[config.mk]
export PLATFORM = sky130hd
export DESIGN_NAME = uram_stream_reader
export DESIGN_NICKNAME = d
export VERILOG_FILES = /design/src/rtl/uram_stream_reader.sv
export SDC_FILE = /design/constraint.sdc
export NUM_CORES = 1
export LEC_CHECK = 0
export BUFFER_PORTS_ARGS = -buffer_cell sky130_fd_sc_hd__buf_2
export CORE_ASPECT_RATIO = 0.9
export CORE_MARGIN = 3
export CORE_UTILIZATION = 40
export CTS_CLUSTER_SIZE = 24
export DETAILED_ROUTE_END_ITERATION = 12
export PLACE_DENSITY = 0.6
export SYNTH_ARGS = -nofsm -noshare
export SYNTH_HDL_FRONTEND = slang
export SYNTH_SLANG_ARGS = --single-unit
[constraint.sdc]
create_clock -name clk -period 8 [get_ports clk]
set_input_delay 1.6 -clock clk [delete_from_list [all_inputs] [get_ports clk]]
set_output_delay 1.6 -clock clk [all_outputs]
set_load 0.1 [all_outputs]
[src/rtl/uram_stream_reader.sv]
// ---------------------------------------------------------------------------
// uram_stream_reader
//
// Read-side master for the rf_buffer UltraRAM port. A start pulse latches a
// base address and a word count. The block then sweeps the range with
// no-write reads into a fixed-latency (NBPIPE+2) pipelined URAM port and
// returns the words as a valid/ready stream with last. Reads are
// credit-limited, so the local return FIFO can never overflow, whatever the
// m_tready backpressure.
//
// Ports
//   clk, rst        clock (posedge) and asynchronous active-high reset
//   start           1-cycle pulse, honoured only while idle
//   start_addr      first address of the sweep (wraps modulo 2^AWIDTH)
//   length          word count 0..2^AWIDTH
//   abort           stop the sweep and discard outstanding data
//   busy            sweep in progress (issuing or draining)
//   done            1-cycle pulse when the block returns to idle
//   aborted         sticky: last operation ended by abort
//   mem_*           URAM port (read-only use: we=0, regce=1, rst=0)
//   mem_dout        read data, valid RD_LAT cycles after mem_en
//   m_t*            output stream
//
// Stream handshake: a beat transfers on any rising edge where m_tvalid and
// m_tready are both high. Once m_tvalid is high it stays high, and m_tdata
// and m_tlast stay stable, until the beat is taken. The only exception is an
// abort, which withdraws the stream from the following cycle onwards.
// ---------------------------------------------------------------------------
module uram_stream_reader #(
    parameter int AWIDTH     = 12,
    parameter int NUM_COL    = 9,
    parameter int DWIDTH     = 72,
    parameter int NBPIPE     = 3,
    parameter int FIFO_DEPTH = 8
) (
    input  logic               clk,
    input  logic               rst,
    input  logic               start,
    input  logic [AWIDTH-1:0]  start_addr,
    input  logic [AWIDTH:0]    length,
    input  logic               abort,
    output logic               busy,
    output logic               done,
    output logic               aborted,
    output logic               mem_en,
    output logic [NUM_COL-1:0] mem_we,
    output logic               mem_regce,
    output logic               mem_rst,
    output logic [AWIDTH-1:0]  mem_addr,
    input  logic [DWIDTH-1:0]  mem_dout,
    output logic [DWIDTH-1:0]  m_tdata,
    output logic               m_tvalid,
    input  logic               m_tready,
    output logic               m_tlast
);

    localparam int RD_LAT = NBPIPE + 2;
    localparam int PW     = (FIFO_DEPTH > 1) ? $clog2(FIFO_DEPTH) : 1;
    localparam int CW     = $clog2(FIFO_DEPTH + RD_LAT + 1);
    localparam int LW     = AWIDTH + 1;

    // The credit scheme relies on the FIFO being able to absorb every read
    // that can be in flight at once.
    if (FIFO_DEPTH < RD_LAT) begin : g_depth_check
        $error("uram_stream_reader: FIFO_DEPTH must be >= NBPIPE+2");
    end

    typedef enum logic [1:0] {
        S_IDLE  = 2'd0,
        S_ISSUE = 2'd1,
        S_DRAIN = 2'd2
    } state_t;

    // Control registers
    state_t              state_q;
    logic [AWIDTH-1:0]   addr_q;
    logic [LW-1:0]       remaining_q;
    logic [LW-1:0]       length_q;
    logic [LW-1:0]       push_idx_q;
    logic                discard_q;
    logic                done_q;
    logic                aborted_q;
    logic [RD_LAT-1:0]   vld_sr_q;

    // Return FIFO
    logic [DWIDTH-1:0]   fifo_data_q [FIFO_DEPTH];
    logic                fifo_last_q [FIFO_DEPTH];
    logic [PW-1:0]       wr_ptr_q, wr_ptr_d;
    logic [PW-1:0]       rd_ptr_q, rd_ptr_d;
    logic [CW-1:0]       fifo_cnt_q, fifo_cnt_d;

    logic [CW-1:0]       inflight;
    logic [CW-1:0]       credit_used;
    logic                issue;
    logic                flush;
    logic                push;
    logic                push_last;
    logic                pop;
    logic                drain_done;

    function automatic logic [PW-1:0] ptr_inc(input logic [PW-1:0] p);
        return (p == PW'(FIFO_DEPTH - 1)) ? '0 : p + PW'(1);
    endfunction

    always_comb begin
        inflight = '0;
        for (int i = 0; i < RD_LAT; i++) begin
            inflight = inflight + CW'(vld_sr_q[i]);
        end
    end

    // Credit counts the FIFO occupancy before this cycle's pop, so a read is
    // only issued when a slot is guaranteed for it on return.
    assign credit_used = fifo_cnt_q + inflight;

    // Abort wins over a same-cycle issue.
    assign issue = (state_q == S_ISSUE) && (remaining_q != '0) &&
                   (credit_used < CW'(FIFO_DEPTH)) && !abort;

    assign flush      = abort && (state_q != S_IDLE);
    assign push       = vld_sr_q[RD_LAT-1] && !discard_q && !flush;
    assign push_last  = (push_idx_q == (length_q - LW'(1)));
    assign m_tvalid   = (fifo_cnt_q != '0) && !discard_q;
    assign pop        = m_tvalid && m_tready;
    assign drain_done = (vld_sr_q == '0) && (fifo_cnt_q == '0);

    // FIFO pointer / occupancy next state
    always_comb begin
        wr_ptr_d   = wr_ptr_q;
        rd_ptr_d   = rd_ptr_q;
        fifo_cnt_d = fifo_cnt_q;
        if (flush) begin
            wr_ptr_d   = '0;
            rd_ptr_d   = '0;
            fifo_cnt_d = '0;
        end else begin
            if (push) wr_ptr_d = ptr_inc(wr_ptr_q);
            if (pop)  rd_ptr_d = ptr_inc(rd_ptr_q);
            if (push && !pop)      fifo_cnt_d = fifo_cnt_q + CW'(1);
            else if (!push && pop) fifo_cnt_d = fifo_cnt_q - CW'(1);
        end
    end

    always_ff @(posedge clk or posedge rst) begin
        if (rst) begin
            wr_ptr_q   <= '0;
            rd_ptr_q   <= '0;
            fifo_cnt_q <= '0;
        end else begin
            wr_ptr_q   <= wr_ptr_d;
            rd_ptr_q   <= rd_ptr_d;
            fifo_cnt_q <= fifo_cnt_d;
        end
    end

    // Storage carries no reset; occupancy alone decides what is valid.
    always_ff @(posedge clk) begin
        if (push) begin
            fifo_data_q[wr_ptr_q] <= mem_dout;
            fifo_last_q[wr_ptr_q] <= push_last;
        end
    end

    // Sweep FSM and its bookkeeping
    always_ff @(posedge clk or posedge rst) begin
        if (rst) begin
            state_q     <= S_IDLE;
            addr_q      <= '0;
            remaining_q <= '0;
            length_q    <= '0;
            push_idx_q  <= '0;
            discard_q   <= 1'b0;
            done_q      <= 1'b0;
            aborted_q   <= 1'b0;
            vld_sr_q    <= '0;
        end else begin
            vld_sr_q <= {vld_sr_q[RD_LAT-2:0], issue};
            done_q   <= 1'b0;
            if (push) push_idx_q <= push_idx_q + LW'(1);

            case (state_q)
                S_IDLE: begin
                    if (start) begin
                        aborted_q  <= 1'b0;
                        discard_q  <= 1'b0;
                        push_idx_q <= '0;
                        if (length != '0) begin
                            state_q     <= S_ISSUE;
                            addr_q      <= start_addr;
                            remaining_q <= length;
                            length_q    <= length;
                        end else begin
                            done_q <= 1'b1;
                        end
                    end
                end
                S_ISSUE: begin
                    if (abort) begin
                        state_q   <= S_DRAIN;
                        discard_q <= 1'b1;
                    end else if (issue) begin
                        addr_q      <= addr_q + AWIDTH'(1);
                        remaining_q <= remaining_q - LW'(1);
                        if (remaining_q == LW'(1)) state_q <= S_DRAIN;
                    end
                end
                S_DRAIN: begin
                    if (abort) begin
                        discard_q <= 1'b1;
                    end else if (drain_done) begin
                        state_q   <= S_IDLE;
                        done_q    <= 1'b1;
                        aborted_q <= discard_q;
                    end
                end
                default: state_q <= S_IDLE;
            endcase
        end
    end

    assign busy      = (state_q != S_IDLE);
    assign done      = done_q;
    assign aborted   = aborted_q;
    assign mem_en    = issue;
    assign mem_addr  = addr_q;
    assign mem_we    = '0;
    assign mem_regce = 1'b1;
    assign mem_rst   = 1'b0;
    assign m_tdata   = fifo_data_q[rd_ptr_q];
    assign m_tlast   = m_tvalid && fifo_last_q[rd_ptr_q];

endmodule
Word level (Yosys, flattened, before mapping)
Memories as Yosys holds them, arrays and structs flattened.
Index checks and enable logic that the tools add are counted.
- bits in registers: 71
- bits in writable memories: 584
- input port bits: 102
- logic and storage cells: 122
- memories kept: 2
- memory list (name ; depth ; bits a word ; read ports ; clocked after Yosys merged registers in ; write ports ; RTL line ; source):
    fifo_data_q ; 8 ; 72 ; 1 ; 0 ; 1 ; 86 ; logic [DWIDTH-1:0] fifo_data_q [FIFO_DEPTH];
    fifo_last_q ; 8 ; 1 ; 1 ; 0 ; 1 ; 87 ; logic fifo_last_q [FIFO_DEPTH];
- add/sub/neg operators: 13
- magnitude comparators: 1
- eq/ne operators: 15
- multiplexer cells: 43
- reductions and logical operators: 36
- operator list (cell ; number):
    13-bit 2-to-1 mux ; 7
    12-bit 2-to-1 mux ; 4
    13-bit one-hot mux with 2 select lines ; 1
    13-bit nonzero test ; 2
    13-bit by 1-bit subtractor with 13-bit output, second input constant ; 2
    12-bit one-hot mux with 2 select lines ; 1
    3-bit 2-to-1 mux ; 6
    2-bit 2-to-1 mux ; 7
    13-bit by 1-bit adder with 13-bit output, second input constant ; 1
    13-bit by 1-bit == test with 1-bit output, second input constant ; 1
    13-bit == test ; 1
    12-bit by 1-bit adder with 12-bit output, second input constant ; 1
    1-bit logical AND ; 12
    4-bit 2-to-1 mux ; 3
    2-bit inequality test, second input constant ; 6
    2-bit nonzero test ; 6
    1-bit 2-to-1 mux ; 10
    3-bit by 1-bit adder with 3-bit output, second input constant ; 2
    3-bit == test, second input constant ; 2
    1-bit one-hot mux with 2 select lines ; 3
    2-bit one-hot mux with 3 select lines ; 1
    3-bit AND reduction ; 2
    6-bit AND reduction ; 1
    1-bit zero test ; 5
    other kinds (21) ; 21

Depth between registers and ports, before layout
Gate-level depths: netlist of run 1.
- depth in word-level cells: 11
- mapped depth: 11
- depth with buffers taken out: 11

Worst setup path after synthesis of run 1
OpenSTA, ideal clock, no wires.
- path type: in2reg
- start point: in abort
- end point: mem fifo_data_q[0][0], enable pin
- arrival: 9005 ps
- required time: 7316 ps
- setup slack: -1688 ps
- stages: 3
- cell sequence: nor2b_1 > or2_2 > nor4_1
- word-level cells in the longest chain between the ends: 5
- ends and longest elaborated chain (element ; RTL line ; source):
    start: declaration ; 41 ; input logic abort,
    1-bit logical AND ; 120 ; assign flush = abort && (state_q != S_IDLE);
    1-bit zero test ; 121 ; assign push = vld_sr_q[RD_LAT-1] && !discard_q && !flush;
    1-bit logical AND ; 121 ;
    1-bit 2-to-1 mux ; 158 ; if (push) begin
    1-bit 2-to-1 mux (not written as such) ; 159 ; fifo_data_q[wr_ptr_q] <= mem_dout;
    end: declaration ; 86 ;
Every way passes these cells.

Worst setup path after layout of run 1
- start point: reg vld_sr_q[0]
- end point: out mem_en
- word-level cells in the longest chain between the ends: 8
- ends and longest elaborated chain (element ; RTL line ; source):
    start: declaration ; 83 ; logic [RD_LAT-1:0] vld_sr_q;
    start signal: assignment ; 177 ; vld_sr_q <= {vld_sr_q[RD_LAT-2:0], issue};
    1-bit by 1-bit adder with 2-bit output ; 108 ; inflight = inflight + CW'(vld_sr_q[i]);
    2-bit by 1-bit adder with 3-bit output ; 108 ;
    3-bit by 1-bit adder with 4-bit output ; 108 ;
    4-bit by 1-bit adder with 4-bit output ; 108 ;
    4-bit adder ; 114 ; assign credit_used = fifo_cnt_q + inflight;
    4-bit < comparator ; 118 ; (credit_used < CW'(FIFO_DEPTH)) && !abort;
    1-bit logical AND ; 117 ; assign issue = (state_q == S_ISSUE) && (remaining_q != '0) &&
    1-bit logical AND ; 118 ;
    end: declaration ; 45 ; output logic mem_en,
Every way passes these cells.

==> run metrics, run 1 <==
run status complete, no violations; Clock Tree Buf Depth 3; Reg2Reg Launch Point state_q[0]; ratio of cells with drive above 1 in the final layout 35.08%; worst min-delay path endpoint vld_sr_q[3]; P&R area growth vs syn 15.96%; Detailed Route WL 57,530 um; H-tree depth 3; IO Count 203; Max stage delay on crit path 0.50 ns; synthesized instance count 1,366; Synth area leaders edfxtp_1 66%, mux4_2 12%, dfrtp_1 6.7%; via count 13,536; Yosys top cell by area edfxtp_1; CP Cell Sequence fa_1 > fa_1 > ha_1 > nand4_1 > a21oi_1 > o221ai_4 > inv_4 > buf_2; total core area 65,700 um2; unrepaired setup endpoints after global routing false; Top FF cell, synth edfxtp_1; Tightest Pin Transition 1.074 ns; Leak 10.24 nW; initial antenna violation count 13; DRC errors left 0; CP Data Arrival Time 3.68 ns; # setup viols final 0; cell mode on critical path fa_1; Final Net Count 1,708; vias in the first global route 14,170; TritonCTS Sinks 655; worst-skew pair later-pin latency 0.60 ns; Max Clock Skew 0.02440 ns; post-layout util 46.93%; # rows 89; Slew HR 28.25%; Slew Viols, Final 0; Worst Path Max Fanout 16; VDD IR-drop max 0.0002414 V; EDFF count, synth 584; Hold Vio Cnt, Final 0; RD Place Congestion 0.8251; TritonCTS Buffers 71; slowest CP cell fa_1; total gr overflow 0; Die Wd 277.8 um; IO buf count 191; hpwl dp 31,580 um; Worst setup SP type flip-flop; setup TNS 0 ns; FF-to-FF End fifo_last_q[7]; largest net degree at the start of global routing 76; CP bufs+invs 2; CTS clk-pin slew, worst paths 0.06 ns; sequential fraction of the synthesis area 72.64%; first-pass GRT wire length 87,750 um; Die ar. 69,610 um2; Hold Path Class flip-flop to flip-flop; vias per cell 5.391; warnings from Yosys 0; Post-synth ARST share 10.84%; TritonRoute pass-1 iters 7; Synth top area share 65.95%; hold path start vld_sr_q[2]; PD cells 357.1 nW/um2; R2R setup slack 4.50 ns; DR WL/cell 22.91 um; hold path cells 0; die height 250.6 um; max cap viols 0; Iteration-0 DRC Markers 1,070; GRT Util Overall 16.56%; kind of critical path flip-flop to output pin; Highest Clock Rate 0.1895 GHz; syn avg cell area 19.47 um2; Cell variety after synth 72; Netlist Area Pre-Place 26,590 um2; CTS tree built; post-CTS setup buffer count 0; Initial Util 40.47%; Worst Reg-to-Reg Cells 8; hold buffers post-CTS 0; crit path capture type output pin; Detail Route Antenna Nets 0; Post-CTS Resized 0; period utilization 65.97%; flip-flop and latch count after synthesis 655; WP data required 6.40 ns; CP top delay family adder cells; post-route minimum period 5.278 ns; clock root buffer clkbuf_16
## layout by cell type, fill, tap and decap left out, types with 6 or more instances in the layout
| master | n |
|---|---|
| edfxtp_1 | 584 |
| buf_2 | 191 |
| mux4_2 | 146 |
| mux2_2 | 82 |
| clkbuf_16 | 71 |
| dfrtp_1 | 68 |
| nand2_1 | 43 |
| nor2_1 | 41 |
| inv_1 | 30 |
| buf_4 | 23 |
| nor3_1 | 20 |
| ha_1 | 18 |
| clkinv_1 | 17 |
| xnor2_1 | 17 |
| a21oi_1 | 16 |
| clkbuf_1 | 16 |
| nand3_1 | 15 |
| nor4_1 | 13 |
| mux2i_1 | 13 |
| a211oi_1 | 13 |
| o211ai_1 | 12 |
| xor2_1 | 12 |
| conb_1 | 11 |
| clkinv_2 | 10 |
| o21ai_0 | 9 |
| nand4_1 | 8 |
| nand2b_1 | 7 |
| and3_1 | 7 |
| a31oi_1 | 7 |
| nor2b_1 | 6 |
| a22o_1 | 6 |
| o31ai_1 | 6 |
| o211ai_2 | 6 |
## per-layer routing
metal | global-route usage (%) | up-vias | part of all wire [%]
met1 | 22.70 | 7079 | 44
met5 | 0 | - | 0.21
li1 | - | 6009 | -
met3 | 4.110 | 95 | 5.9
met2 | 26.48 | 333 | 47
met4 | 4.720 | 20 | 2.2
## synth_stat cells (14+ instances only)
master,number
a21oi_1,16
clkbuf_1,41
dfrtp_1,71
edfxtp_1,584
ha_1,18
inv_1,31
mux2_2,82
mux4_2,146
nand2_1,43
nand3_1,15
nor2_1,44
nor3_1,24
nor4_1,14
xnor2_1,17
## where the power goes
group          internal, mW  switching, mW  total (mW)
sequential             3.91          0.292        4.20
combinational          1.08           2.57        3.65
clock                  1.82           1.33        3.15
total                  6.81           4.20        11.0
## metrics by stage
step	total power, mW	area [um2]	worst slack, ns	hold WS [ns]	std cells
2_1_floorplan	7.241	26630	0.2824	0.3743	1375
3_3_place_gp	7.903	28570	3.312	0.4016	2376
5_1_grt	11.47	30820	2.500	0.4336	2506
6_report	11.01	30830	2.722	0.4106	2511
4_1_cts	11.13	30820	2.674	0.4169	2506
3_5_place_dp	7.944	28570	3.276	0.3964	2376
## sequential cells by signal, indices dropped and copies added, names as in the netlist
register and cells:
rd_ptr_q 3, fifo_data_q 576, push_idx_q 13, discard_q 1, aborted 1, mem_addr 12
remaining_q 13, done 1, length_q 13, wr_ptr_q 3, vld_sr_q 5, state_q 2
fifo_cnt_q 4, fifo_last_q 8
## how the worst max path moves through the flow
| stage | startpoint | to | slack [ns] | cells past startpoint |
|---|---|---|---|---|
| 4_1_cts | rd_ptr_q[0] | m_tdata[0] | 2.67 | 4 |
| 5_1_grt | vld_sr_q[0] | mem_en | 2.50 | 8 |
| 3_3_place_gp | abort | mem_en | 3.31 | 5 |
| 2_1_floorplan | abort | fifo_data_q[2][0] | 0.28 | 3 |
| 3_5_place_dp | abort | mem_en | 3.28 | 5 |
| 6_report | vld_sr_q[0] | mem_en | 2.72 | 8 |
## kinds of logic after synthesis
group                      share of synthesized area [%]
AOI/OAI and AO/OA                                  3.275
xor gates and xnor gates                          0.9552
adders and majority gates                          1.073
buffers and inverters                              1.934
DFF                                                72.64
muxes                                              16.33
other                                            0.02824
and+or+nand+nor                                    3.769
## final cells by class
cell class	instances	area, um2
antenna	5	12.51
inverter	33	126.4
timing repair buffer	217	1189
sequential	655	19320
clock buffer	88	1851
tap	864	1081
fill	5568	34870
multi-input combinational	607	6853
clock inverter	42	396.6
No activity file was read; power rests on OpenSTA's default activity.
==> run 2: changes to the inputs <==
--- a/config.mk
+++ b/config.mk
@@ -5,13 +5,14 @@
 export SDC_FILE = /design/constraint.sdc
 export NUM_CORES = 1
 export LEC_CHECK = 0
+export ABC_AREA = 1
 export BUFFER_PORTS_ARGS = -buffer_cell sky130_fd_sc_hd__buf_2
 export CORE_ASPECT_RATIO = 0.9
 export CORE_MARGIN = 3
 export CORE_UTILIZATION = 40
 export CTS_CLUSTER_SIZE = 24
 export DETAILED_ROUTE_END_ITERATION = 12
-export PLACE_DENSITY = 0.6
+export PLACE_DENSITY = 0.58
 export SYNTH_ARGS = -nofsm -noshare
 export SYNTH_HDL_FRONTEND = slang
 export SYNTH_SLANG_ARGS = --single-unit
==> constraint.sdc (replaced) <==
create_clock -name clk -period 5.09 [get_ports clk]
set_input_delay 1.018 -clock clk [delete_from_list [all_inputs] [get_ports clk]]
set_output_delay 1.018 -clock clk [all_outputs]
set_load 0.1 [all_outputs]
==> run 2 against run 1 <==
Net effect:
- die area increased by 2.0%
- core utilization increased by 0.17 points
- hold slack worse by 0.0054 ns
- via count grew 32%
==> run metrics, run 2 <==
post-synthesis mux area share 0%; post-CTS setup buffer count 0; Slew Viols, Final 0; DR WL/cell 19.15 um; VDD IR-drop max 0.0006593 V; WP data required 4.07 ns; via count 17,847; Synth Area in Compound Gates 10.34%; Worst Path Max Fanout 124; largest net degree at the start of global routing 148; Initial Util 40.90%; max reg flops 576; crit path capture type output pin; Hold Path Class flip-flop to flip-flop; CP Data Arrival Time 3.31 ns; Yosys top cell by area edfxtp_1; vias per cell 5.232; CTS tree built; warnings from Yosys 0; Simple-Gate Fraction of Synth Area 12.92%; PD cells 644.6 nW/um2; post-route cell area 31,260 um2; Synth area leaders edfxtp_1 65%, nor2_1 8.0%, dfrtp_1 6.5%; Cell variety after synth 40; XOR/XNOR Fraction of Synth Area 0.8066%; flip-flop and latch count after synthesis 655; Post-synth ARST share 10.84%; hold buffers post-CTS 0; Clock Tree Buf Depth 3; first-pass GRT wire length 101,500 um; GRT Util Overall 18.36%; area of placed instances 28,990 um2; Leak 11.28 nW; TritonCTS Buffers 71; period utilization 84.94%; Finished Layout Cells 3,411; die height 253.1 um; Post-Synth Adder-Cell Area 1.051%; synthesized instance count 2,315; sequential fraction of the synthesis area 71.14%; Detailed Route WL 65,310 um; P&R area growth vs syn 15.15%; register area 19,320 um2; Detail Route Antenna Nets 0; hpwl dp 35,760 um; post-layout util 47.10%; clock root buffer clkbuf_16; Hold Vio Cnt, Final 0; Highest Clock Rate 0.2313 GHz; RD Place Congestion 0.8235; commonest non-fill, non-tap cell in the layout edfxtp_1; vias in the first global route 17,660; post-route minimum period 4.324 ns; ratio of cells with drive above 1 in the final layout 14.45%; final total power 20.15 mW; Worst setup SP type flip-flop; Die ar. 71,030 um2; kind of critical path flip-flop to output pin; H-tree depth 3; Final Net Count 2,610; Tightest Pin Transition 1.023 ns; Die Wd 280.6 um; commonest non-fill, non-tap cells in the layout 584 x edfxtp_1, 567 x nor2_1, 344 x o21ai_0, 191 x buf_2, 179 x nand2_1; cell with the most instances after synthesis edfxtp_1; TritonCTS Sinks 655; TritonRoute pass-1 iters 5; # fillers 5,962; Post-synth top cells 584 x edfxtp_1, 575 x nor2_1, 344 x o21ai_0; IO Count 203; total core area 66,370 um2; run status complete, no violations; Synth top area share 64.60%; Top FF cell, synth edfxtp_1; # rows 89; largest family of logic cells by synthesized area simple AND/OR/NAND/NOR gates; Max Clock Skew 0.01768 ns; EDFF count, synth 584; CTS clk-pin slew, worst paths 0.06 ns; most flop-heavy register fifo_data_q; IO buf count 191; max cap viols 0; number of placed cells counting well taps 3,278; worst-skew pair later-pin latency 0.60 ns; DRC errors left 0; Iteration-0 DRC Markers 1,467; Netlist Area Pre-Place 27,150 um2; multi-input logic area 6922 um2; total gr overflow 0; Slew HR 31.83%; syn avg cell area 11.73 um2; initial antenna violation count 14; unrepaired setup endpoints after global routing false; # setup viols final 0; Post-CTS Resized 0
[run 2: cell types whose count changed after synthesis, moves of 17 or more]
cell,before,now
nor2_1,44,575
o21ai_0,9,344
mux4_2,146,0
nand2_1,43,179
mux2_2,82,0
o22ai_1,3,76
a31oi_1,7,73
inv_1,31,82
nand3_1,15,66
clkbuf_1,41,71
nor3_1,24,7
[run 2: report_power, final]
| group | total (mW) | internal (mW) | switching (mW) |
|---|---|---|---|
| logic | 8.73 | 1.73 | 7.00 |
| registers | 6.44 | 6.15 | 0.290 |
| clock network | 4.98 | 2.96 | 2.03 |
[run 2: logic make-up (layout without fill, tap and decap cells)]
logic type               Yosys count  after routing
XOR/XNOR                          25             25
AND/OR/NAND/NOR                  868            868
adder cells (fa/ha/maj)           21             21
buffers and inverters            224            439
other                              2             19
AO/OA/AOI/OAI                    520            520
flip-flops                       655            655
[run 2: per-stage QoR]
step	worst slack [ns]	hold WS [ns]	setup TNS (ns)
final	0.7665	0.4052	0
after global routing	0.5493	0.4431	0
after CTS	0.7396	0.4157	0
after detailed placement	1.394	0.3964	0
after global placement	1.362	0.4002	0
after floorplan	-0.1245	0.3741	-63.09
[run 2: routing by layer]
| metal | wire, um | track usage [%] |
|---|---|---|
| met1 | 29540 | 24.88 |
| met2 | 31050 | 30.25 |
| met3 | 3447 | 3.937 |
| met4 | 1242 | 4.790 |
| met5 | 34 | 0 |
[run 2: critical path, cell delays in order, from the launching register on]
cell	delay [ns]
dfrtp_4	0.54
inv_8	0.52
buf_12	0.34
o21ai_0	0.12
o22ai_1	0.15
nor2_1	0.06
a31oi_1	0.38
buf_2	0.52
[run 2: final timing paths]
check                       startpoint                 end  slack (ns)  cells past startpoint
max in group asynchronous          rst       push_idx_q[3]        3.50                      3
setup reg to reg            state_q[1]  fifo_data_q[1][33]        2.05                      7
min in group asynchronous          rst         mem_addr[2]        0.61                      2
hold reg to reg            vld_sr_q[2]         vld_sr_q[3]        0.41                      0
setup / recovery           rd_ptr_q[0]         m_tdata[52]        0.77                      7
hold / removal             vld_sr_q[2]         vld_sr_q[3]        0.41                      0
[run 2: area by class of cell]
class,instances,share of cell area [%]
Multi-Input combinational cell,1445,22.14
Inverter,87,1.085
Sequential cell,655,61.81
Tap cell,864,3.458
Antenna cell,8,0.06404
Clock inverter,39,1.137
Clock buffer,86,6.068
Timing Repair Buffer,227,4.243
